File: src/rtl/stall_mem_pkg.sv
// Shared definitions for the multi-cycle data-memory responder:
// state encoding and latency counter width.
package stall_mem_pkg;

  localparam int unsigned CNT_W = 4;

  localparam logic [1:0] ST_IDLE = 2'd0;
  localparam logic [1:0] ST_BUSY = 2'd1;
  localparam logic [1:0] ST_DONE = 2'd2;

  typedef enum logic [1:0] {
    StIdle = ST_IDLE,
    StBusy = ST_BUSY,
    StDone = ST_DONE
  } state_e;

endpackage

File: src/rtl/mem_word_array.sv
// Word storage array: synchronous write, registered read port.
// The read register clears on reset; the array contents do not.
module mem_word_array #(
  parameter int unsigned DepthLog2 = 8,
  parameter int unsigned Width     = 16
) (
  input  logic                 clk_i,
  input  logic                 rst_i,
  input  logic                 we_i,
  input  logic                 re_i,
  input  logic [DepthLog2-1:0] idx_i,
  input  logic [Width-1:0]     wdata_i,
  output logic [Width-1:0]     rdata_o
);

  localparam int unsigned Depth = 1 << DepthLog2;

  logic [Width-1:0] mem_q [Depth];
  logic [Width-1:0] rdata_q;

  always_ff @(posedge clk_i) begin
    if (we_i) begin
      mem_q[idx_i] <= wdata_i;
    end
  end

  always_ff @(posedge clk_i) begin
    if (rst_i) begin
      rdata_q <= '0;
    end else if (re_i) begin
      rdata_q <= mem_q[idx_i];
    end
  end

  assign rdata_o = rdata_q;

endmodule

File: src/rtl/stall_mem_resp.sv
// Multi-cycle data-memory responder: accepts one request, holds it for LATENCY
// cycles while stalling the memory stage, then completes with a done pulse.
module stall_mem_resp
  import stall_mem_pkg::*;
#(
  parameter int unsigned DEPTH_LOG2 = 8,
  parameter int unsigned LATENCY    = 4
) (
  input  logic        clk,
  input  logic        rst,
  input  logic [15:0] addr,
  input  logic [15:0] data_in,
  input  logic        rd,
  input  logic        wr,
  output logic [15:0] data_out,
  output logic        done,
  output logic        stall,
  output logic        err
);

  state_e                state_q, state_d;
  logic [CNT_W-1:0]      cnt_q, cnt_d;
  logic [DEPTH_LOG2-1:0] idx_q;
  logic [15:0]           data_q;
  logic                  is_wr_q;
  logic                  done_q;
  logic                  err_q, err_d;

  logic                  req, illegal, accept, complete;
  logic                  mem_we, mem_re, comp_wr;
  logic [DEPTH_LOG2-1:0] mem_idx;
  logic [15:0]           mem_wdata;
  logic                  unused_addr;

  assign unused_addr = ^addr[15:DEPTH_LOG2+1];

  assign req     = rd | wr;
  assign illegal = (rd & wr) | addr[0];

  always_comb begin
    state_d  = state_q;
    cnt_d    = cnt_q;
    err_d    = 1'b0;
    accept   = 1'b0;
    complete = 1'b0;
    unique case (state_q)
      StIdle, StDone: begin
        state_d = StIdle;
        if (req) begin
          if (illegal) begin
            err_d = 1'b1;
          end else begin
            accept = 1'b1;
            cnt_d  = CNT_W'(LATENCY - 1);
            if (LATENCY == 1) begin
              state_d  = StDone;
              complete = 1'b1;
            end else begin
              state_d = StBusy;
            end
          end
        end
      end
      StBusy: begin
        cnt_d = cnt_q - CNT_W'(1);
        if (cnt_q == CNT_W'(1)) begin
          state_d  = StDone;
          complete = 1'b1;
        end
      end
      default: state_d = StIdle;
    endcase
  end

  always_ff @(posedge clk) begin
    if (rst) begin
      state_q <= StIdle;
      cnt_q   <= '0;
      idx_q   <= '0;
      data_q  <= '0;
      is_wr_q <= 1'b0;
      done_q  <= 1'b0;
      err_q   <= 1'b0;
    end else begin
      state_q <= state_d;
      cnt_q   <= cnt_d;
      done_q  <= (state_d == StDone);
      err_q   <= err_d;
      if (accept) begin
        idx_q   <= addr[DEPTH_LOG2:1];
        data_q  <= data_in;
        is_wr_q <= wr;
      end
    end
  end

  // With LATENCY=1 completion coincides with acceptance, so use the live request.
  always_comb begin
    if (state_q == StBusy) begin
      mem_idx   = idx_q;
      mem_wdata = data_q;
      comp_wr   = is_wr_q;
    end else begin
      mem_idx   = addr[DEPTH_LOG2:1];
      mem_wdata = data_in;
      comp_wr   = wr;
    end
  end

  // Reset aborts an in-flight completion, so a pending write never lands.
  assign mem_we = complete & comp_wr & ~rst;
  assign mem_re = complete & ~comp_wr & ~rst;

  mem_word_array #(
    .DepthLog2 (DEPTH_LOG2),
    .Width     (16)
  ) u_mem (
    .clk_i   (clk),
    .rst_i   (rst),
    .we_i    (mem_we),
    .re_i    (mem_re),
    .idx_i   (mem_idx),
    .wdata_i (mem_wdata),
    .rdata_o (data_out)
  );

  assign done  = done_q;
  assign err   = err_q;
  assign stall = (state_q == StBusy);

endmodule

File: config.mk
export PLATFORM = sky130hd
export DESIGN_NAME = stall_mem_resp
export DESIGN_NICKNAME = d
export VERILOG_FILES = /design/src/rtl/stall_mem_pkg.sv /design/src/rtl/mem_word_array.sv /design/src/rtl/stall_mem_resp.sv
export SDC_FILE = /design/constraint.sdc
export NUM_CORES = 2
export LEC_CHECK = 0
export BUFFER_PORTS_ARGS = -buffer_cell sky130_fd_sc_hd__buf_4
export CAP_MARGIN = 20
export CELL_PAD_IN_SITES_DETAIL_PLACEMENT = 1
export CELL_PAD_IN_SITES_GLOBAL_PLACEMENT = 1
export CORE_ASPECT_RATIO = 0.8
export CORE_MARGIN = 1
export CORE_UTILIZATION = 59
export CTS_CLUSTER_DIAMETER = 80
export DETAILED_ROUTE_END_ITERATION = 8
export PLACE_DENSITY_LB_ADDON = 0.1
export RECOVER_POWER = 25
export SETUP_SLACK_MARGIN = 0.2
export SLEW_MARGIN = 20
export SYNTH_ARGS = -nofsm -noshare
export SYNTH_HDL_FRONTEND = slang
export SYNTH_SLANG_ARGS = --single-unit
File: constraint.sdc
create_clock -name clk -period 8.9 [get_ports clk]
set_input_delay 1.335 -clock clk [delete_from_list [all_inputs] [get_ports clk]]
set_output_delay 1.335 -clock clk [all_outputs]
set_load 0.1 [all_outputs]
After elaboration in Yosys (flattened, before gate mapping)

Memories as Yosys holds them, arrays and structs flattened. A register that Yosys moved wholly into a read port is not among the register bits.
Index checks and enable logic that the tools add are counted.

Output and inout port bits: 19
RAM bits: 4096
Memories: 1
Bits in registers: 33

Memories:

| name        | depth | width | rd ports | clocked after memory_dff | write ports | RTL line             | source |
|---|---|---|---|---|---|---|---|
| u_mem.mem_q | 256   | 16    | 1        | 1                        | 1           | mem_word_array.sv:18 | `logic [Width-1:0] mem_q [Depth];` |

Muxes and demuxes: 18
Eq/ne operators: 6
Reduce and logical (&&, ||, !) cells: 5
Bitwise logic cells: 11
$add $sub $neg: 1

Operator list:

| operator                                                              | number |
|---|---|
| 16-bit 2-to-1 mux                                                     | 1 |
| 1-bit 2-to-1 mux                                                      | 11 |
| 4-bit 2-to-1 mux                                                      | 2 |
| 8-bit 2-to-1 mux                                                      | 1 |
| 4-bit case mux with 2 select lines                                    | 1 |
| 1-bit bitwise AND                                                     | 5 |
| 2-bit equality test, second input constant                            | 2 |
| 4-bit by 1-bit equality test with 1-bit output, second input constant | 1 |
| 2-bit inequality test, second input constant                          | 2 |
| 1-bit inverter                                                        | 4 |
| 2-bit case mux with 2 select lines                                    | 1 |
| 4-bit by 1-bit subtractor with 4-bit output, second input constant    | 1 |
| 3-bit AND reduction                                                   | 1 |
| 3-bit OR reduction                                                    | 1 |
| 2-bit by 1-bit equality test with 1-bit output, second input constant | 1 |
| 2-bit logical NOT                                                     | 1 |
| 2-bit 2-to-1 mux                                                      | 1 |
| 1-bit OR                                                              | 2 |
| 2-bit nonzero test                                                    | 1 |
| 2-bit OR reduction                                                    | 1 |

Logic depth before layout (Yosys ltp)

Depth after elaboration: 7
Gate-level depth with buffers: 13

Cells and area by module

From an unflattened synthesis, not the netlist that was laid out.

Cells, all modules: 7267
Area total of the unflattened synthesis: 158605.9 um^2

Modules (own cells, without submodules):

| module         | cells an instance | seq. area each (um^2) | area an instance (um^2) | times used |
|---|---|---|---|---|
| mem_word_array | 7039              | 123318.3              | 156771.6                | 1 |
| stall_mem_resp | 228               | 660.6                 | 1834.3                  | 1 |

Worst setup path before layout

No wires, ideal clock.

Path kind: reg2reg
Start: reg state_q[1]
End: mem u_mem.mem_q[0][10] (data pin)
Clock period less this slack: 5.950 ns
Library setup time: 0.821 ns
Data arrival time: 5.130 ns
Cell stages (with the launch flop): 7
Path slack: 2.950 ns
Data required time: 8.079 ns
Cells stage by stage: dfxtp_1 -> nand2b_2 -> clkinv_1 -> clkbuf_1 -> clkbuf_1 -> nand2_1 -> nand2_1

Word-level cells in the longest chain between the ends: 2

Ends and longest elaborated chain:

| item                                           | RTL line             | source |
|---|---|---|
| start: declaration                             | stall_mem_resp.sv:21 | `state_e state_q, state_d;` |
| start signal: assignment                       | stall_mem_resp.sv:77 | `state_q <= StIdle;` |
| start signal: assignment                       | stall_mem_resp.sv:85 | `state_q <= state_d;` |
| 2-bit by 1-bit equality test with 1-bit output | --                   |  |
| net stall                                      | stall_mem_resp.sv:17 | `output logic stall,` |
| 16-bit 2-to-1 mux                              | stall_mem_resp.sv:99 | `if (state_q == StBusy) begin` |
| net mem_wdata[10]                              | stall_mem_resp.sv:32 | `logic [15:0] mem_wdata;` |
| end: declaration                               | mem_word_array.sv:18 |  |

The timed path passes the listed nets, and every way through them passes these cells.

Worst setup path in the final report

Start: reg state_q[0]
End: mem u_mem.mem_q[51][7] (data pin)

Word-level cells in the longest chain between the ends: 2

Ends and longest elaborated chain:

| item                                           | RTL line |
|---|---|
| 2-bit by 1-bit equality test with 1-bit output | stall_mem_resp.sv:99 |
| 16-bit 2-to-1 mux                              | stall_mem_resp.sv:99 |
| net mem_wdata[7]                               | stall_mem_resp.sv:32 |

The timed path passes the listed nets, and every way through them passes these cells.

==> tab_implementation.tex <==
\begin{tabular}{lr}
\hline
Metric & Value \\
\hline
\multicolumn{2}{l}{\textbf{Pwr}} \\
Internal Pwr Total & around 32000 uW \\
Switching portion of total power & a little under a quarter \\
Power spent charging and discharging nets & about 9700 uW \\
Leakage component of the power & approximately 0.052 uW \\
Clk network pwr share & 39.7\% \\
Flop pwr share & 52.6\% \\
Total power per unit cell area & between 200 and 250 mW/mm2 \\
Worst IR drop on VDD & slightly below 200 uV \\
Part of the total power dissipated in combinational logic & 7.7\% \\
\multicolumn{2}{l}{\textbf{Synthesis}} \\
Total nets after synthesis & 8817 \\
Cells after Synth & 8779 \\
Cell types occupying the most area after synthesis & edfxtp\_1 81\%, a22oi\_1 10\%, a21oi\_1 3.5\% \\
Portion of the post-synthesis area used by sequential elements & 81.3\% \\
Share of the synthesized area in the top cell type & between 80\% and 90\% \\
Leading register cell type out of synthesis & edfxtp\_1 \\
List of most frequent post-synthesis cells & 4096 x edfxtp\_1, 2047 x a22oi\_1, 1082 x a21oi\_1 \\
Count of synthesis-stage warnings from yosys & 0 \\
Post-synthesis cell type with the largest combined area & edfxtp\_1 \\
Post-synth design cell area & 0.153 mm2 \\
EDFF count, synth & 4096 \\
Synthesized area divided by synthesized cell count & about 17 um2 \\
Count of state elements after synthesis & $\sim$4100 \\
Async set-reset flop share out of synthesis & 0\% \\
Number of library cell types mapped by synthesis & 46 \\
Most instantiated library cell after synthesis & edfxtp\_1 \\
\multicolumn{2}{l}{\textbf{Timing}} \\
Period utilisation layout & 78.3\% \\
Setup repair after global routing missed its margin & false \\
Worst clock skew & 0.0404 ns \\
Maximum clock frequency & 0.144 GHz \\
Sum of negative setup slack & 0 ns \\
Final max-slew violation count & around 1400 \\
Final critical-path setup slack & 1.93 ns \\
Worst relative slew slack & -173\% \\
Least-Margin Pin Slew & about 4.1 ns \\
Min Tclk post-route & 6.97 ns \\
Hold Fails Final Rpt & 0 \\
Final Setup Violations & 0 \\
\multicolumn{2}{l}{\textbf{Layout}} \\
Utilization of the core after routing & 66.9\% \\
Area grow syn2layout & 12.4\% \\
Final-layout fill cell count & between 20000 and 25000 \\
Post-route cell area & 0.172 mm2 \\
Ratio of cells with drive above 1 in the final layout & 12.3\% \\
Final Non-Filler Cells & approximately 13000 \\
\# nets final & 9039 \\
\multicolumn{2}{l}{\textbf{Floorplanning}} \\
Initial standard-cell utilization of the core & between 50\% and 60\% \\
\# IOs & 55 \\
Number of standard-cell rows in the floorplan & 166 \\
Die Span X & 571 um \\
Die outline area & 0.261 mm2 \\
Core region area & 0.257 mm2 \\
Vertical die dimension & 457 um \\
\multicolumn{2}{l}{\textbf{Min path}} \\
Hold/Removal Path Class & reg2reg \\
Min-Delay Startpoint & data\_q[7] \\
\multicolumn{2}{l}{\textbf{Clocking}} \\
Sink Count & 4145 \\
Number of levels in the clock H-tree & 5 \\
CTS hold repair buffers & 0 \\
Clock buffers created by TritonCTS & 389 \\
Deepest clock path buffer count & 4 \\
Clock latency on the worst-skew pair & 0.94 ns \\
TritonCTS clock tree & yes \\
Clock-pin slew reported for the worst setup and hold paths after clock tree synthesis & around 0.06 ns \\
Root buffer cell & clkbuf\_16 \\
Number of instances resized during post-cts repair & 0 \\
Buffer count from post-CTS setup fixing & 0 \\
\multicolumn{2}{l}{\textbf{Critical path}} \\
Worst Path Max Fanout & 80 \\
Required time at the endpoint of the critical path & 9.47 ns \\
Worst setup path start & state\_q[0] \\
CP startpoint kind & flip-flop \\
Type of destination of the critical path & flip-flop \\
Reg-to-Reg Start & state\_q[0] \\
Classification of the worst setup path & reg2reg \\
Reg-to-reg slack, setup & $\sim$1.9 ns \\
Arrival @ worst endpoint & roughly 7.5 ns \\
\multicolumn{2}{l}{\textbf{Route}} \\
Drc violations & 0 \\
Final routed wire length divided by cell count & around 37 um \\
Number of nets with antenna violations after routing & 0 \\
DRT Pass-1 Iters & 6 \\
Detailed-routing wirelength on met1 & 180000 um \\
Sum of routed wire length over all layers & 477000 um \\
DR top layer & met5 \\
Routed vias & 92400 \\
Routed via count divided by cell count & 7.24 \\
1st-iter DRT viols & 14200 \\
Routed length on met3 & 50600 um \\
Met2 wire length & 222000 um \\
\multicolumn{2}{l}{\textbf{Placed design}} \\
Count of buffers from port buffering & 47 \\
Post-Place Cell Area & $\sim$0.16 mm2 \\
Final estimated routing congestion in global placement & 0.842 \\
Post-placement setup slack & 3.07 ns \\
Half-perimeter wire length after placement & roughly 260000 um \\
Placed instance count & 12000 \\
\multicolumn{2}{l}{\textbf{Global route}} \\
Combined global-route utilization of all metal layers & a little over a third \\
Overflow left after global routing & 0 \\
Pin count of the biggest net entering global routing & slightly below 200 \\
First-pass GRT wire length & about 670000 um \\
Vias in the first global route & 93700 \\
Number of antenna violations at the first check in global routing & 29 \\
\multicolumn{2}{l}{\textbf{Flow run}} \\
Count of maximum capacitance violations & 23 \\
\multicolumn{2}{l}{\textbf{Status}} \\
Failing checks & max-capacitance violations, max-slew violations \\
Outcome & finished with violations \\
\hline
\end{tabular}
area by class of cell:
type                            count  area [um2]  share of cell area [%]
Tap cell                         3444        4310                    2.51
Inverter                           10        37.5                  0.0219
Multi-Input combinational cell   3962       26700                    15.6
Sequential cell                  4145      124000                    72.3
Antenna cell                        8        20.0                  0.0117
Timing Repair Buffer              493        4100                    2.39
Clock inverter                    232        2010                    1.17
Clock buffer                      475       10300                    6.02
kinds of logic (layout without fill, tap and decap cells):
logic type      after synthesis  in the layout  share of synthesized area (%)
fa+ha+maj                     2              2                         0.0164
simple gates                500            500                           1.39
xor+xnor                      1              1                        0.00574
flops                      4145           4145                           81.3
other cells                   0              8                              0
buf+inv                     672           1210                           1.83
mux                           1              1                         0.0148
compound gates             3458           3458                           15.5
registers in the layout, summed over array words and instances, names as in the netlist:
register	flops
idx_q	8
u_mem.rdata_o	16
cnt_q	4
u_mem.mem_q	4096
state_q	2
err	1
data_q	16
is_wr_q	1
done	1
cells in the final DEF (no fill, tap or decap), types with 36 or more instances in the layout:
| cell type | instances |
|---|---|
| nand2_1 | 119 |
| clkbuf_1 | 101 |
| edfxtp_1 | 4096 |
| clkbuf_16 | 401 |
| o41ai_2 | 45 |
| buf_4 | 420 |
| o41ai_1 | 196 |
| a22oi_1 | 2047 |
| clkinv_1 | 94 |
| dfxtp_1 | 49 |
| a21oi_1 | 1082 |
| nor2_1 | 241 |
| clkinv_2 | 80 |
| buf_12 | 36 |
through the flow:
step	total power [uW]	hold slack [ns]
floorplan	24000	0.437
finish	41400	0.467
global placement	25100	0.443
detailed placement	25300	0.455
global route	42200	0.489
CTS	41400	0.470
routing by layer:
metal,vias to the layer above,global-route usage [%]
li1,37000,-
met2,6098,55.3
met4,26,16.8
met5,-,0
met3,1144,7.38
met1,48100,50.3
critical path, stage by stage (launching register included):
cell and delay, ns:
dfxtp_1 0.51, nand2b_2 0.10, clkinv_1 0.31, clkbuf_1 1.05, nand2_1 0.13, nand2_1 1.22, clkbuf_1 2.10, buf_4 0.91
worst paths after layout:
path                        end  depth (start not counted)
max          u_mem.mem_q[51][7]                          7
max reg2reg  u_mem.mem_q[51][7]                          7
min                   data_q[7]                          2
min reg2reg           data_q[7]                          2
power by group through the flow:
stage / registers [uW] / logic, uW / clock network (uW)
2_1_floorplan: 22400 / 1650 / 0
3_3_place_gp: 22200 / 2950 / 0
3_5_place_dp: 22200 / 3100 / 0
4_1_cts: 21800 / 3130 / 16500
5_1_grt: 21800 / 3300 / 17100
6_report: 21800 / 3190 / 16500
No activity file was read; power rests on OpenSTA's default activity.
